### config.mk
export PLATFORM = sky130hd
export DESIGN_NAME = pixel_read_arbiter
export DESIGN_NICKNAME = d
export VERILOG_FILES = /design/src/rtl/pixel_read_arbiter.sv
export SDC_FILE = /design/constraint.sdc
export NUM_CORES = 1
export LEC_CHECK = 0
export CORE_ASPECT_RATIO = 2
export CORE_MARGIN = 4
export CORE_UTILIZATION = 45
export CTS_CLUSTER_SIZE = 14
export DETAILED_ROUTE_END_ITERATION = 12
export PLACE_DENSITY = 0.84
export SLEW_MARGIN = 10
export SYNTH_ARGS = -nofsm -noshare
export SYNTH_HDL_FRONTEND = slang
export SYNTH_SLANG_ARGS = --single-unit
### constraint.sdc
create_clock -name clk -period 4.6 [get_ports clk]
set_input_delay 0.46 -clock clk [delete_from_list [all_inputs] [get_ports clk]]
set_output_delay 0.46 -clock clk [all_outputs]
set_load 0.03 [all_outputs]
### src/rtl/pixel_read_arbiter.sv
// Round-robin arbiter sharing one SDRAM burst-read port among NREQ point-request clients.
// Optional macro PIXREQ_TIMEOUT_EN adds a REQ-state watchdog that forces a zero answer.
module pixel_read_arbiter #(
    parameter int NREQ     = 4,
    parameter int IMG_W    = 640,
    parameter int ADDR_OFS = 4,
    parameter int THRESH   = 400,
    parameter int TIMEOUT  = 1023
) (
    input  logic               clk,
    input  logic               reset,
    input  logic [NREQ-1:0]    req,
    input  logic [NREQ*10-1:0] req_x,
    input  logic [NREQ*10-1:0] req_y,
    output logic [NREQ-1:0]    ans_valid,
    output logic               ans_bit,
    output logic               rd_burst_req,
    output logic [23:0]        rd_burst_addr,
    input  logic [15:0]        rd_burst_data,
    input  logic               rd_burst_data_valid,
    input  logic               rd_burst_finish,
    output logic               busy,
    output logic               err_timeout,
    output logic [1:0]         dbg_state
);

    // Handshakes: req is a one-cycle pulse with no backpressure (a pulse on an
    // already pending client is dropped); rd_burst_req is a level held until
    // rd_burst_finish is seen; ans_valid is a one-cycle pulse with no ready.

    localparam int IW = (NREQ > 1) ? $clog2(NREQ) : 1;
    localparam logic [15:0] THRESH_W = 16'(THRESH);

    typedef enum logic [1:0] {
        S_IDLE = 2'd0,
        S_ADDR = 2'd1,
        S_REQ  = 2'd2,
        S_RESP = 2'd3
    } state_t;

    state_t          state;
    logic [NREQ-1:0] pending;
    logic [9:0]      cx [NREQ];
    logic [9:0]      cy [NREQ];
    logic [IW-1:0]   rr_ptr;
    logic [IW-1:0]   gnt;
    logic [IW-1:0]   pick;
    logic            pick_found;
    logic            cap_bit;
    logic            cap_seen;
    logic [NREQ-1:0] clr_mask;
    logic [NREQ-1:0] gnt_onehot;
    logic [IW-1:0]   rr_next;
    logic [23:0]     addr_calc;
    int              idx;

    // First pending client at or after rr_ptr, wrapping modulo NREQ.
    always_comb begin
        pick       = '0;
        pick_found = 1'b0;
        idx        = 0;
        for (int i = 0; i < NREQ; i++) begin
            idx = (int'(rr_ptr) + i) % NREQ;
            if (!pick_found && pending[IW'(idx)]) begin
                pick_found = 1'b1;
                pick       = IW'(idx);
            end
        end
    end

    always_comb begin
        gnt_onehot = NREQ'(1) << gnt;
        clr_mask   = (state == S_RESP) ? gnt_onehot : '0;
        rr_next    = (gnt == IW'(NREQ - 1)) ? '0 : gnt + 1'b1;
        addr_calc  = 24'(cy[gnt]) * 24'(IMG_W) + 24'(cx[gnt]) + 24'(ADDR_OFS);
    end

    assign busy      = (state != S_IDLE) || (|pending);
    assign dbg_state = state;

`ifdef PIXREQ_TIMEOUT_EN
    localparam logic [9:0] TO_LAST = 10'(TIMEOUT - 1);
    logic [9:0] to_cnt;
`else
    assign err_timeout = 1'b0;
`endif

    always_ff @(posedge clk) begin
        if (reset) begin
            state         <= S_IDLE;
            pending       <= '0;
            rr_ptr        <= '0;
            gnt           <= '0;
            cap_bit       <= 1'b0;
            cap_seen      <= 1'b0;
            ans_valid     <= '0;
            ans_bit       <= 1'b0;
            rd_burst_req  <= 1'b0;
            rd_burst_addr <= '0;
            for (int i = 0; i < NREQ; i++) begin
                cx[i] <= '0;
                cy[i] <= '0;
            end
`ifdef PIXREQ_TIMEOUT_EN
            to_cnt        <= '0;
            err_timeout   <= 1'b0;
`endif
        end else begin
            ans_valid <= '0;
            ans_bit   <= 1'b0;
`ifdef PIXREQ_TIMEOUT_EN
            err_timeout <= 1'b0;
`endif

            // A new pulse in the clearing cycle re-arms the client with fresh coords.
            for (int i = 0; i < NREQ; i++) begin
                if (req[i] && (!pending[i] || clr_mask[i])) begin
                    pending[i] <= 1'b1;
                    cx[i]      <= req_x[10*i +: 10];
                    cy[i]      <= req_y[10*i +: 10];
                end else if (clr_mask[i]) begin
                    pending[i] <= 1'b0;
                end
            end

            case (state)
                S_IDLE: begin
                    if (pick_found) begin
                        gnt   <= pick;
                        state <= S_ADDR;
                    end
                end

                S_ADDR: begin
                    rd_burst_addr <= addr_calc;
                    cap_seen      <= 1'b0;
                    cap_bit       <= 1'b0;
                    rd_burst_req  <= 1'b1;
`ifdef PIXREQ_TIMEOUT_EN
                    to_cnt        <= '0;
`endif
                    state         <= S_REQ;
                end

                S_REQ: begin
                    if (rd_burst_data_valid && !cap_seen) begin
                        cap_seen <= 1'b1;
                        cap_bit  <= (rd_burst_data < THRESH_W);
                    end
                    if (rd_burst_finish) begin
                        rd_burst_req <= 1'b0;
                        state        <= S_RESP;
                    end
`ifdef PIXREQ_TIMEOUT_EN
                    else if (to_cnt == TO_LAST) begin
                        rd_burst_req <= 1'b0;
                        err_timeout  <= 1'b1;
                        cap_bit      <= 1'b0;
                        state        <= S_RESP;
                    end else begin
                        to_cnt <= to_cnt + 10'd1;
                    end
`endif
                end

                S_RESP: begin
                    ans_valid <= gnt_onehot;
                    ans_bit   <= cap_bit;
                    rr_ptr    <= rr_next;
                    state     <= S_IDLE;
                end

                default: state <= S_IDLE;
            endcase
        end
    end

endmodule

* Word-level counts from Yosys, hierarchy flattened
Memories as Yosys holds them, arrays and structs flattened. A register that Yosys moved wholly into a read port is not among the register bits. Index checks and enable logic that the tools add are counted.
Cells by class: $add $sub $neg 6, multipliers 1, $lt $le $gt $ge 5, equal/unequal tests 7, shift operators 1, muxes and demuxes 65, bitwise logic cells 9, reductions and logical operators 34
Operators with widths (count):
- $mux 10 | 8
- $mux 1 | 37
- $add 21x3->22 const B | 1
- $mux 2 | 11
- $add 20x10->21 | 1
- $lt 16x9->1 const B | 1
- $lt 2x4->1 const B | 4
- $mul 10x3->13 const B | 1
- $reduce_bool 2->1 | 6
- $bmux 1 s2 | 4
- $logic_and 1x1->1 | 8
- $logic_not 1->1 | 8
- $or 1x1->1 | 8
- $pmux 2 s4 | 1
- $reduce_and 2->1 | 4
- $eq 2x2->1 const B | 3
- $ne 2x2->1 const B | 3
- $pmux 1 s2 | 3
- $logic_or 1x1->1 | 5
- $add 2x1->2 const B | 2
- $add 2x2->2 const B | 2
- $mux 4 | 1
- $reduce_or 4->1 | 1
- $shl 1x2->4 const A | 1
- other kinds (4) | 4
Word-level totals: flip-flop bits (word level) 42, memory bits (writable) 80, input bits 104, output and inout port bits 34, logic and storage cells 143, memories 2
Memories:
- cx | words 4, bits a word 10, read ports 1, clocked after Yosys merged registers in 1, wr ports 4, RTL line 43 | logic [9:0] cx [NREQ];
- cy | words 4, bits a word 10, read ports 1, clocked after Yosys merged registers in 1, wr ports 4, RTL line 44 | logic [9:0] cy [NREQ];

* Longest topological paths before layout
Gate-level depths: netlist of run 1.
depth in word-level cells 16, mapped depth 12, gate-level depth less buffers 10

* Least setup slack after synthesis of run 1
No wires, ideal clock.
path type reg-to-reg, start point register with a tool-made name, end point register rd_burst_addr[19], library setup time 0.091 ns, data arrival time 3.822 ns, data required time 4.509 ns, slack 0.687 ns, stages on the path, launching flop included 13, path buffers 2, period minus slack after synthesis 3.913 ns, cells stage by stage dfxtp_1 -> buf_6 -> buf_2 -> mux4_2 -> ha_1 -> ha_1 -> fa_1 -> a21o_1 -> a221oi_1 -> xnor2_1 -> o2111ai_1 -> or3b_1 -> a311oi_1
RTL lines:
- end signal: assignment | RTL line 135 | rd_burst_addr <= addr_calc;
- end: declaration | RTL line 18 | output logic [23:0] rd_burst_addr,

==> out/qor_table.md, run 1 <==
| Quantity | Value | Unit |
|---|---|---|
| Status | finished, final reports clean | - |
| Proportion of layout cells with a drive suffix above 1 | 10.7 | % |
| Max-cap violations | 0 | - |
| Number of cells upsized or downsized after cts | 0 | - |
| TNS Setup | 0 | ns |
| Leak Pwr | 3.13 | nW |
| Peak Freq | 0.243 | GHz |
| Synth cell types | 59 | - |
| Global-route wire length before repair | 23300 | microns |
| Post-layout minimum cycle time | 4.11 | ns |
| Leading cell types in the layout, fill and taps excluded | 129 x sky130_fd_sc_hd__clkdlybuf4s50_1, 82 x sky130_fd_sc_hd__and2_1, 80 x sky130_fd_sc_hd__edfxtp_1, 42 x sky130_fd_sc_hd__nor2_1, 41 x sky130_fd_sc_hd__dfxtp_1 | - |
| Buffers inserted by post-CTS timing repair | 0 | - |
| Last weighted congestion value of the routability-driven placer | 0.783 | - |
| Per-cell routed wire length | 18.5 | microns |
| Initial antenna violation count | 0 | - |
| Via density per instance | 5.45 | - |
| Starting utilization of the core area | 46.1 | % |
| Overall via count from detail_route | 4352 | - |
| CTS H-Tree Depth | 4 | - |
| # hold bufs at CTS | 0 | - |
| Total standard cell area after synthesis | 6060 | sq um |
| Number of detailed-routing iterations run before antenna repair | 4 | - |
| Type of the setup path with the least slack | reg -> reg | - |
| Pre-CTS setup slack | 0.482 | ns |
| DP HPWL | 11200 | microns |
| Area of the core region | 13100 | sq um |
| Leading cell type in the layout, fill and taps excluded | sky130_fd_sc_hd__clkdlybuf4s50_1 | - |
| Post-layout nets | 767 | - |
| Die extent in x | 90.1 | microns |
| Vias in the first global route | 4677 | - |
| Unrepaired setup endpoints after global routing | no | - |
| Fill cells | 1029 | - |
| Number of flops mapped to enable cells by yosys | 80 | - |
| Worst ir drop on vdd | 0.000324 | V |
| Antenna Cells | 0 | - |
| Die Outline Area | 15500 | sq um |
| Worst Setup End Kind | flop | - |
| Power density over the cells | 526 | nW/um^2 |
| IO buf count | 129 | - |
| Worst Max-Slew Pin Slew | 1.23 | ns |
| Worst-path maximum fanout | 8 | - |
| Iter 0 DRT Violations | 230 | - |
| TritonCTS Sinks | 121 | - |
| Maximum number of pins on one net before global-route repair | 48 | - |
| Clock latency on the worst-skew pair | 0.42 | ns |
| Finished Core Util | 61.5 | % |
| TritonCTS clock tree | built | - |
| Number of hold-slack violations in the final timing report | 0 | - |
| Total of flip-flops plus latches after synthesis | 121 | - |
| Primary FF master, synth | sky130_fd_sc_hd__edfxtp_1 | - |
| Tightest Hold Check Type | reg -> reg | - |
| Overall fraction of global-route tracks in use | 19.4 | % |
| Final cell count without fillers | 798 | - |
| Arrival @ worst endpoint | 4.43 | ns |
| Area growth, synth to finish | 33.4 | % |
| Setup Skew | 0.0127 | ns |
| Post-route clock period utilization | 89.4 | % |
| Final setup margin | 0.490 | ns |
| Cell Count Post-Placement | 766 | - |
| I/O pin total | 138 | - |
| Count of warnings emitted by yosys | 0 | - |
| Buffer levels on the longest clock path | 2 | - |
| Hold path startpoint | rd_burst_addr[17] | - |
| Data required, critical path | 4.92 | ns |
| Grt total ovfl | 0 | - |
| Slew Limit Headroom | 17.7 | % |
| Final wirelength | 14800 | microns |
| Antenna violation net count after detailed routing | 0 | - |
| Fraction of registers with async set/reset | 0 | % |
| Cell at the root of the clock tree | sky130_fd_sc_hd__clkbuf_16 | - |
| Total count of max-transition violations in the final report | 0 | - |
| Gate count of the mapped netlist | 503 | - |
| Mapped Avg Cell Area | 12.0 | sq um |
| Site Rows | 59 | - |
| Die span in y | 172 | microns |
| Clock transition at path regs | 0.06 | ns |
| Final setup vio count | 0 | - |
| Total CTS buffers | 17 | - |
| Share of the yosys chip area belonging to registers | 53.2 | % |
| Drt drc | 0 | - |
| Critical Path Start Type | flop | - |
| Worst hold slack across all endpoints | 0.454 | ns |
[cell type report]
class                   count  area, sq um  share of cell area (%)
flip-flops and latches    121         3220                    39.9
multi-input cells         346         2680                    33.1
repair buffers            134         1330                    16.4
clock buffers              17          425                    5.26
well taps                 152          190                    2.35
clock inverters            15          188                    2.32
inverters                  13         48.8                   0.604
[where the power goes]
group / leakage, nW / switching (mW) / internal (mW)
combinational: 1.63 / 0.808 / 0.643
clock: 0.303 / 0.521 / 0.863
sequential: 1.20 / 0.0953 / 1.32
total: 3.13 / 1.43 / 2.83
[per-layer routing]
metal / global-route usage (%) / vias to the layer above / part of all wire, %
li1: - / 2080 / -
met1: 17.7 / 2057 / 33
met2: 39.3 / 174 / 58
met3: 4.14 / 41 / 5.1
met4: 10.0 / 0 / 3.7
met5: 0 / - / 0
[logic make-up after synthesis]
family / after synthesis / synth area share [%]
compound gates: 69 / 8.26
xor+xnor: 18 / 2.73
fa+ha+maj: 30 / 6.32
buf+inv: 39 / 2.85
flops: 121 / 53.2
mux: 30 / 9.09
other cells: 1 / 0.0619
simple gates: 195 / 17.5
[critical path, stage by stage, from the launching register on]
cell	delay, ns
sky130_fd_sc_hd__dfxtp_1	0.59
sky130_fd_sc_hd__buf_4	0.25
sky130_fd_sc_hd__mux4_2	0.54
sky130_fd_sc_hd__ha_1	0.37
sky130_fd_sc_hd__fa_1	0.54
sky130_fd_sc_hd__a21o_1	0.23
sky130_fd_sc_hd__a221oi_1	0.38
sky130_fd_sc_hd__xnor2_1	0.26
sky130_fd_sc_hd__o2111ai_1	0.22
sky130_fd_sc_hd__or3b_1	0.38
sky130_fd_sc_hd__a311oi_1	0.25
[metrics by stage]
step                      cell area, sq um  total power [mW]
after detailed placement              7470              2.88
after global routing                  8080              4.47
after global placement                7470              2.82
after floorplan                       6070              2.42
final                                 8080              4.25
after CTS                             8080              4.27
[sequential cells by signal (all words and copies together) (netlist names), named ones only]
name           count
ans_bit            1
ans_valid          4
cap_bit            1
cap_seen           1
cx                40
cy                40
dbg_state          2
gnt                2
pending            4
rd_burst_addr     21
rd_burst_req       1
rr_ptr             2
[synth_stat cells, drive strengths merged (2+ instances only)]
master  count  area share, %
a211oi     11            1.6
a21o        6           0.76
a21oi      18            1.5
a221oi      2           0.29
a311oi      3           0.43
and2       82            8.5
and3        4           0.41
and3b       2           0.29
buf        10            1.1
clkbuf     16           0.99
dfxtp      41             14
edfxtp     80             40
ha         29            6.0
inv        13           0.81
mux2i      10            1.7
mux4       20            7.4
nand2      27            1.7
nand2b      7           0.72
nand3       6           0.58
nand3b      2           0.25
nand4       6           0.72
nor2       43            2.7
nor2b       4           0.41
nor3        2           0.17
nor3b       3           0.37
nor4        3           0.31
o211ai      2           0.25
o21ai      10           0.83
o21bai      2           0.25
o22ai       3           0.41
o31ai       3           0.37
o32ai       2           0.60
xnor2       9            1.4
xor2        9            1.3
[final timing paths]
| path | slack [ns] | cells after the start | endpoint |
|---|---|---|---|
| worst min register to register | 0.45 | 2 | rd_burst_addr[17] |
| worst min-delay path | 0.45 | 2 | rd_burst_addr[17] |
| worst max register to register | 0.49 | 10 | rd_burst_addr[19] |
| worst max-delay path | 0.49 | 10 | rd_burst_addr[19] |
(Power assumes the default switching activity.)
==> run 2, diff against run 1 <==
--- a/config.mk
+++ b/config.mk
@@ -7,10 +7,10 @@
 export LEC_CHECK = 0
 export CORE_ASPECT_RATIO = 2
 export CORE_MARGIN = 4
-export CORE_UTILIZATION = 45
+export CORE_UTILIZATION = 51
 export CTS_CLUSTER_SIZE = 14
 export DETAILED_ROUTE_END_ITERATION = 12
-export PLACE_DENSITY = 0.84
+export PLACE_DENSITY = 0.92
 export SLEW_MARGIN = 10
 export SYNTH_ARGS = -nofsm -noshare
 export SYNTH_HDL_FRONTEND = slang
==> run 2 against run 1 <==
Compared with the run above: total power shrank 1.7%; sequential share of layout area rose by 0.19 points; clock skew about the same; hold slack gained 0.0067 ns; critical endpoint unchanged.
==> out/qor_table.md, run 2 (synthesis gave the netlist of run 1 again) <==
| Quantity | Value | Unit | Change |
|---|---|---|---|
| Status | finished, final reports clean | - |  |
| Initial antenna violation count | 0 | - | unchanged |
| Final design area excluding fillers | 8040 | sq um | -0.48% |
| Slew Limit Headroom | 25.3 | % | +7.7 points |
| Max-cap violations | 0 | - | unchanged |
| Setup Skew | 0.0128 | ns | +0.000178 ns |
| Maximum number of pins on one net before global-route repair | 48 | - | unchanged |
| Critical Path Start Type | flop | - |  |
| Site Rows | 56 | - | -5.1% |
| Placed inst area | 7460 | sq um | -0.12% |
| Area growth, synth to finish | 32.7 | % |  |
| Arrival @ worst endpoint | 4.31 | ns | -0.12 ns |
| Power density over the cells | 520 | nW/um^2 | -1.2% |
| Last weighted congestion value of the routability-driven placer | 0.836 | - | +6.8% |
| Starting utilization of the core area | 51.8 | % | +5.7 points |
| Die span in y | 162 | microns | -5.8% |
| Overall fraction of global-route tracks in use | 21.6 | % | +2.2 points |
| Largest registers | cx: 40 flops, cy: 40 flops, rd_burst_addr: 21 flops | - |  |
| Worst-case register-to-register setup slack | 0.61 | ns | +0.12 ns |
| Drt drc | 0 | - | unchanged |
| Final setup vio count | 0 | - | unchanged |
| Post-route clock period utilization | 86.7 | % | -2.6 points |
| TritonCTS clock tree | built | - |  |
| Antenna violation net count after detailed routing | 0 | - | unchanged |
| Clock transition at path regs | 0.05 | ns | about the same |
| Final wirelength | 14500 | microns | -1.7% |
| Hold depth | 2 | - | unchanged |
| Clock latency on the worst-skew pair | 0.42 | ns | about the same |
| Worst ir drop on vdd | 0.000503 | V | +56% |
| CTS H-Tree Depth | 4 | - | unchanged |
| Cell at the root of the clock tree | sky130_fd_sc_hd__clkbuf_16 | - |  |
| Buffers inserted by post-CTS timing repair | 0 | - | unchanged |
| Fill cells | 812 | - | -21% |
| Logic depth of the worst register-to-register path | 10 | - | unchanged |
| Post-layout minimum cycle time | 3.99 | ns | -0.121 ns |
| Finished Core Util | 68.7 | % | +7.2 points |
| Leading cell type in the layout, fill and taps excluded | sky130_fd_sc_hd__clkdlybuf4s50_1 | - |  |
| Buffer levels on the longest clock path | 2 | - | unchanged |
| Critical R2R Capture | rd_burst_addr[19] | - |  |
| Cell Count Post-Placement | 759 | - | -0.91% |
| Total count of max-transition violations in the final report | 0 | - | unchanged |
| Vias in the first global route | 4730 | - | +1.1% |
| Antenna Cells | 0 | - | unchanged |
| Number of detailed-routing iterations run before antenna repair | 5 | - | +1 |
| Number of hold-slack violations in the final timing report | 0 | - | unchanged |
| Worst-path maximum fanout | 6 | - | -2 |
| Data required, critical path | 4.93 | ns | about the same |
| Peak Freq | 0.251 | GHz | +3.0% |
| Worst Max-Slew Pin Slew | 1.12 | ns | -0.114 ns |
| # hold bufs at CTS | 0 | - | unchanged |
| Via density per instance | 5.55 | - | +1.7% |
| Final cell count without fillers | 791 | - | -0.88% |
| Final setup margin | 0.611 | ns | +0.121 ns |
| Area of the core region | 11700 | sq um | -11% |
| Overall via count from detail_route | 4389 | - | +0.85% |
| Tightest Hold Check Type | reg -> reg | - |  |
| Leading cell types in the layout, fill and taps excluded | 129 x sky130_fd_sc_hd__clkdlybuf4s50_1, 82 x sky130_fd_sc_hd__and2_1, 80 x sky130_fd_sc_hd__edfxtp_1, 42 x sky130_fd_sc_hd__nor2_1, 41 x sky130_fd_sc_hd__dfxtp_1 | - |  |
| Hold-critical path endpoint | rd_burst_addr[17] | - |  |
| Pre-CTS setup slack | 0.625 | ns | +0.144 ns |
| Global-route wire length before repair | 22600 | microns | -3.1% |
| Die extent in x | 85.1 | microns | -5.5% |
| Worst Setup End Kind | flop | - |  |
| Proportion of layout cells with a drive suffix above 1 | 10.1 | % | -0.62 points |
| Cell breakdown of the critical path | buf_4 > mux4_2 > ha_1 > fa_1 > a21o_1 > a221oi_1 > xnor2_1 > o2111ai_1 > or3b_1 > a311oi_1 | - |  |
| TNS Setup | 0 | ns | unchanged |
| Type of the setup path with the least slack | reg -> reg | - |  |
| IO buf count | 129 | - | unchanged |
| Hold path startpoint | rd_burst_addr[17] | - |  |
| Max stage delay on crit path | 0.54 | ns | -0.05 ns |
| Per-cell routed wire length | 18.4 | microns | -0.88% |
| Post-layout nets | 767 | - | unchanged |
| Grt total ovfl | 0 | - | unchanged |
| Leak Pwr | 3.11 | nW | -0.66% |
| Die Outline Area | 13800 | sq um | -11% |
| Iter 0 DRT Violations | 215 | - | -6.5% |
| CP delay by family, top | compound AO/OA/AOI/OAI gates | - |  |
| Slowest cell on crit path | sky130_fd_sc_hd__mux4_2 | - |  |
| DP HPWL | 10900 | microns | -2.7% |
| TritonCTS Sinks | 121 | - | unchanged |
| I/O pin total | 138 | - | unchanged |
| Number of cells upsized or downsized after cts | 0 | - | unchanged |
| Total CTS buffers | 17 | - | unchanged |
| Worst path buffer plus inverter count | 1 | - | unchanged |
| Unrepaired setup endpoints after global routing | no | - |  |
==> run 2: changes by cell type in the layout (fill, tap and decap cells not counted), sizes merged <==
cell / before / now
clkinv: 6 / 9
inv: 19 / 14
clkinvlp: 0 / 2
==> run 2: metrics by stage <==
| stage | total power [mW] | hold slack (ns) |
|---|---|---|
| 2_1_floorplan | 2.42 | 0.450 |
| 3_3_place_gp | 2.81 | 0.435 |
| 3_5_place_dp | 2.87 | 0.452 |
| 4_1_cts | 4.19 | 0.464 |
| 5_1_grt | 4.38 | 0.493 |
| 6_report | 4.18 | 0.461 |
==> run 2: where the power goes <==
group / internal (mW) / total (mW) / switching, mW
Sequential: 1.32 / 1.41 / 0.0886
Combinational: 0.644 / 1.45 / 0.809
Clock: 0.840 / 1.32 / 0.478
Total: 2.81 / 4.18 / 1.38
==> run 2: worst max-delay path by stage <==
stage | from | to | cells after the start
floorplan | flop | rd_burst_addr[19] | 12
global placement | flop | rd_burst_addr[19] | 10
detailed placement | flop | rd_burst_addr[19] | 10
CTS | flop | rd_burst_addr[19] | 10
global route | flop | rd_burst_addr[19] | 10
finish | flop | rd_burst_addr[19] | 10
==> run 2: worst register-to-register path, stage by stage, from the launching register on <==
cell and delay [ns]:
sky130_fd_sc_hd__dfxtp_1 0.51, sky130_fd_sc_hd__buf_4 0.24, sky130_fd_sc_hd__mux4_2 0.54, sky130_fd_sc_hd__ha_1 0.37, sky130_fd_sc_hd__fa_1 0.54, sky130_fd_sc_hd__a21o_1 0.23, sky130_fd_sc_hd__a221oi_1 0.38, sky130_fd_sc_hd__xnor2_1 0.24
sky130_fd_sc_hd__o2111ai_1 0.22, sky130_fd_sc_hd__or3b_1 0.38, sky130_fd_sc_hd__a311oi_1 0.25
==> run 2: metal layers <==
layer | up-vias | GRT usage [%] | routed length [microns]
li1 | 2079 | - | -
met1 | 2101 | 19.1 | 4680
met2 | 177 | 42.4 | 8540
met3 | 32 | 5.28 | 819
met4 | 0 | 12.0 | 491
met5 | - | 0 | 0
==> run 2: final cells by class <==
class                      count  area [sq um]  area share [%]
sequential                   121          3220            40.1
multi-input combinational    346          2680            33.3
timing repair buffer         134          1330            16.5
clock buffer                  17           425            5.29
tap                          145           181            2.26
clock inverter                15           158            1.96
inverter                      13          48.8           0.607
==> run 3, diff against run 2 <==
--- a/config.mk
+++ b/config.mk
@@ -5,7 +5,6 @@
 export SDC_FILE = /design/constraint.sdc
 export NUM_CORES = 1
 export LEC_CHECK = 0
-export CORE_ASPECT_RATIO = 2
 export CORE_MARGIN = 4
 export CORE_UTILIZATION = 51
 export CTS_CLUSTER_SIZE = 14
==> run 3 against run 2 <==
Compared with the run above: register-to-register slack worse by 0.17 ns; die area is 0.77% lower; final cell count is 0.38% lower; via count is 2.1% higher; clock skew is 0.0037 ns lower; global-route usage is 1.6 points higher; sequential share of layout area hardly changed; largest cell class unchanged; largest power group unchanged; highest routed layer unchanged.
==> out/qor_table.md, run 3 (synthesis gave the netlist of run 1 again) <==
| Quantity | Value | Unit | Change |
|---|---|---|---|
| Status | finished, final reports clean | - |  |
| Worst ir drop on vdd | 0.000278 | V | -45% |
| Slew Limit Headroom | 14.7 | % | -11 points |
| Sequential group share of total power | 33.5 | % | -0.2 points |
| Leading cell type in the layout, fill and taps excluded | sky130_fd_sc_hd__clkdlybuf4s50_1 | - |  |
| Per-cell routed wire length | 19.3 | microns | +5.3% |
| Die extent in x | 117 | microns | +38% |
| Overall fraction of global-route tracks in use | 23.2 | % | +1.6 points |
| I/O pin total | 138 | - | unchanged |
| Buffers inserted by post-CTS timing repair | 0 | - | unchanged |
| Area of the core region | 11500 | sq um | -1.6% |
| Vias in the first global route | 4573 | - | -3.3% |
| Overall via count from detail_route | 4479 | - | +2.1% |
| Post-layout minimum cycle time | 4.16 | ns | +0.167 ns |
| Unrepaired setup endpoints after global routing | no | - |  |
| Critical Path Start Type | flop | - |  |
| Net Switching | 1.44 | mW | +4.6% |
| Final wirelength | 15200 | microns | +4.9% |
| Total CTS buffers | 17 | - | unchanged |
| TritonCTS Sinks | 121 | - | unchanged |
| Iter 0 DRT Violations | 283 | - | +32% |
| Tightest Hold Check Type | reg -> reg | - |  |
| Total count of max-transition violations in the final report | 0 | - | unchanged |
| Data required, critical path | 4.92 | ns | about the same |
| Number of hold-slack violations in the final timing report | 0 | - | unchanged |
| Clock transition at path regs | 0.06 | ns | about the same |
| Largest registers | cx: 40 flops, cy: 40 flops, rd_burst_addr: 21 flops | - |  |
| Arrival @ worst endpoint | 4.48 | ns | +0.17 ns |
| Initial antenna violation count | 0 | - | unchanged |
| CTS H-Tree Depth | 4 | - | unchanged |
| Worst-path maximum fanout | 16 | - | +10 |
| Antenna Cells | 0 | - | unchanged |
| TritonCTS clock tree | built | - |  |
| Power density over the cells | 528 | nW/um^2 | +1.5% |
| Clock latency on the worst-skew pair | 0.42 | ns | about the same |
| Area growth, synth to finish | 32.8 | % | about the same |
| DP HPWL | 10600 | microns | -2.2% |
| Grt total ovfl | 0 | - | unchanged |
| Buffer levels on the longest clock path | 2 | - | unchanged |
| Share of power burned in the clock network | 31.7 | % | +0.2 points |
| Worst hold slack across all endpoints | 0.465 | ns | +0.00433 ns |
| Worst Setup End Kind | flop | - |  |
| Drt drc | 0 | - | unchanged |
| Proportion of layout cells with a drive suffix above 1 | 10.2 | % | +0.17 points |
| Post-layout nets | 766 | - | -0.13% |
| Via density per instance | 5.68 | - | +2.4% |
| IO buf count | 129 | - | unchanged |
| Global-route wire length before repair | 23500 | microns | +4.2% |
| Pre-CTS setup slack | 0.469 | ns | -0.156 ns |
| Int Power | 2.81 | mW | +0.18% |
| Leading cell types in the layout, fill and taps excluded | 129 x sky130_fd_sc_hd__clkdlybuf4s50_1, 82 x sky130_fd_sc_hd__and2_1, 80 x sky130_fd_sc_hd__edfxtp_1, 43 x sky130_fd_sc_hd__nor2_1, 41 x sky130_fd_sc_hd__dfxtp_1 | - |  |
| Setup Skew | 0.00916 | ns | -0.00368 ns |
| Number of cells upsized or downsized after cts | 0 | - | unchanged |
| Leak Pwr | 3.10 | nW | -0.28% |
| Post-route clock period utilization | 90.4 | % | +3.6 points |
| Maximum number of pins on one net before global-route repair | 35 | - | -27% |
| Switching fraction of total power | 33.9 | % | +0.96 points |
| # hold bufs at CTS | 0 | - | unchanged |
| Peak Freq | 0.241 | GHz | -4.0% |
| Site Rows | 39 | - | -30% |
| Number of detailed-routing iterations run before antenna repair | 5 | - | unchanged |
| Die Outline Area | 13700 | sq um | -0.77% |
| Worst Max-Slew Pin Slew | 1.27 | ns | +0.158 ns |
| Die span in y | 117 | microns | -28% |
| Antenna violation net count after detailed routing | 0 | - | unchanged |
| Final setup margin | 0.444 | ns | -0.167 ns |
| Last weighted congestion value of the routability-driven placer | 0.880 | - | +5.3% |
| Final setup vio count | 0 | - | unchanged |
| Max-cap violations | 0 | - | unchanged |
| Logic gate share of total power | 34.8 | % | about the same |
| Cell at the root of the clock tree | sky130_fd_sc_hd__clkbuf_16 | - |  |
| Type of the setup path with the least slack | reg -> reg | - |  |
| TNS Setup | 0 | ns | unchanged |
| Starting utilization of the core area | 52.6 | % | +0.83 points |
==> run 3: cell count changes in the layout (fill, tap and decap cells not counted) <==
cell                         previous run  this run
sky130_fd_sc_hd__buf_4                  5         4
sky130_fd_sc_hd__clkinv_1               4         1
sky130_fd_sc_hd__clkinv_2               4         2
sky130_fd_sc_hd__clkinv_4               1         2
sky130_fd_sc_hd__clkinvlp_4             2         5
sky130_fd_sc_hd__inv_6                  1         2
sky130_fd_sc_hd__nor2_1                42        43
sky130_fd_sc_hd__nor2_2                 1         0
==> run 3: layout make-up <==
| cell class | count | area, sq um |
|---|---|---|
| Clock buffer | 17 | 425 |
| Clock inverter | 15 | 176 |
| Fill cell | 767 | 3470 |
| Inverter | 13 | 48.8 |
| Multi-Input combinational cell | 346 | 2680 |
| Sequential cell | 121 | 3220 |
| Tap cell | 143 | 179 |
| Timing Repair Buffer | 133 | 1320 |
==> run 3: through the flow <==
step,cell area (sq um),cells,total power [mW],utilization (%)
floorplan,6070,506,2.42,-
global placement,7450,756,2.82,64.7
detailed placement,7450,756,2.89,64.7
CTS,8050,788,4.25,69.9
global route,8050,788,4.45,69.9
finish,8050,788,4.25,69.9
==> run 3: critical path, stage by stage (launching register included) <==
cell and delay [ns]:
sky130_fd_sc_hd__dfxtp_1 0.51, sky130_fd_sc_hd__buf_4 0.39, sky130_fd_sc_hd__mux4_2 0.57, sky130_fd_sc_hd__ha_1 0.35, sky130_fd_sc_hd__fa_1 0.54, sky130_fd_sc_hd__a21o_1 0.22
sky130_fd_sc_hd__a221oi_1 0.36, sky130_fd_sc_hd__xnor2_1 0.24, sky130_fd_sc_hd__o2111ai_1 0.21, sky130_fd_sc_hd__or3b_1 0.38, sky130_fd_sc_hd__a311oi_1 0.28
==> run 3: path summary, 6_finish.rpt <==
check,depth (start not counted),startpoint,slack [ns],to
setup / recovery,10,flop,0.44,rd_burst_addr[19]
hold / removal,2,rd_burst_addr[17],0.47,rd_burst_addr[17]
setup reg to reg,10,flop,0.44,rd_burst_addr[19]
hold reg to reg,2,rd_burst_addr[17],0.47,rd_burst_addr[17]
==> run 3: metal layers <==
layer | global-route usage [%] | wire length [microns] | vias to the layer above
li1 | - | - | 2084
met1 | 26.9 | 5820 | 2124
met2 | 40.8 | 7750 | 235
met3 | 5.66 | 1180 | 36
met4 | 10.4 | 476 | 0
met5 | 0 | 0 | -
==> run 3: power groups by stage <==
stage | clock [mW] | sequential, mW | combinational, mW
floorplan | 0 | 1.56 | 0.857
CTS | 1.35 | 1.42 | 1.48
global route | 1.41 | 1.44 | 1.60
global placement | 0 | 1.43 | 1.39
finish | 1.35 | 1.42 | 1.48
detailed placement | 0 | 1.44 | 1.45
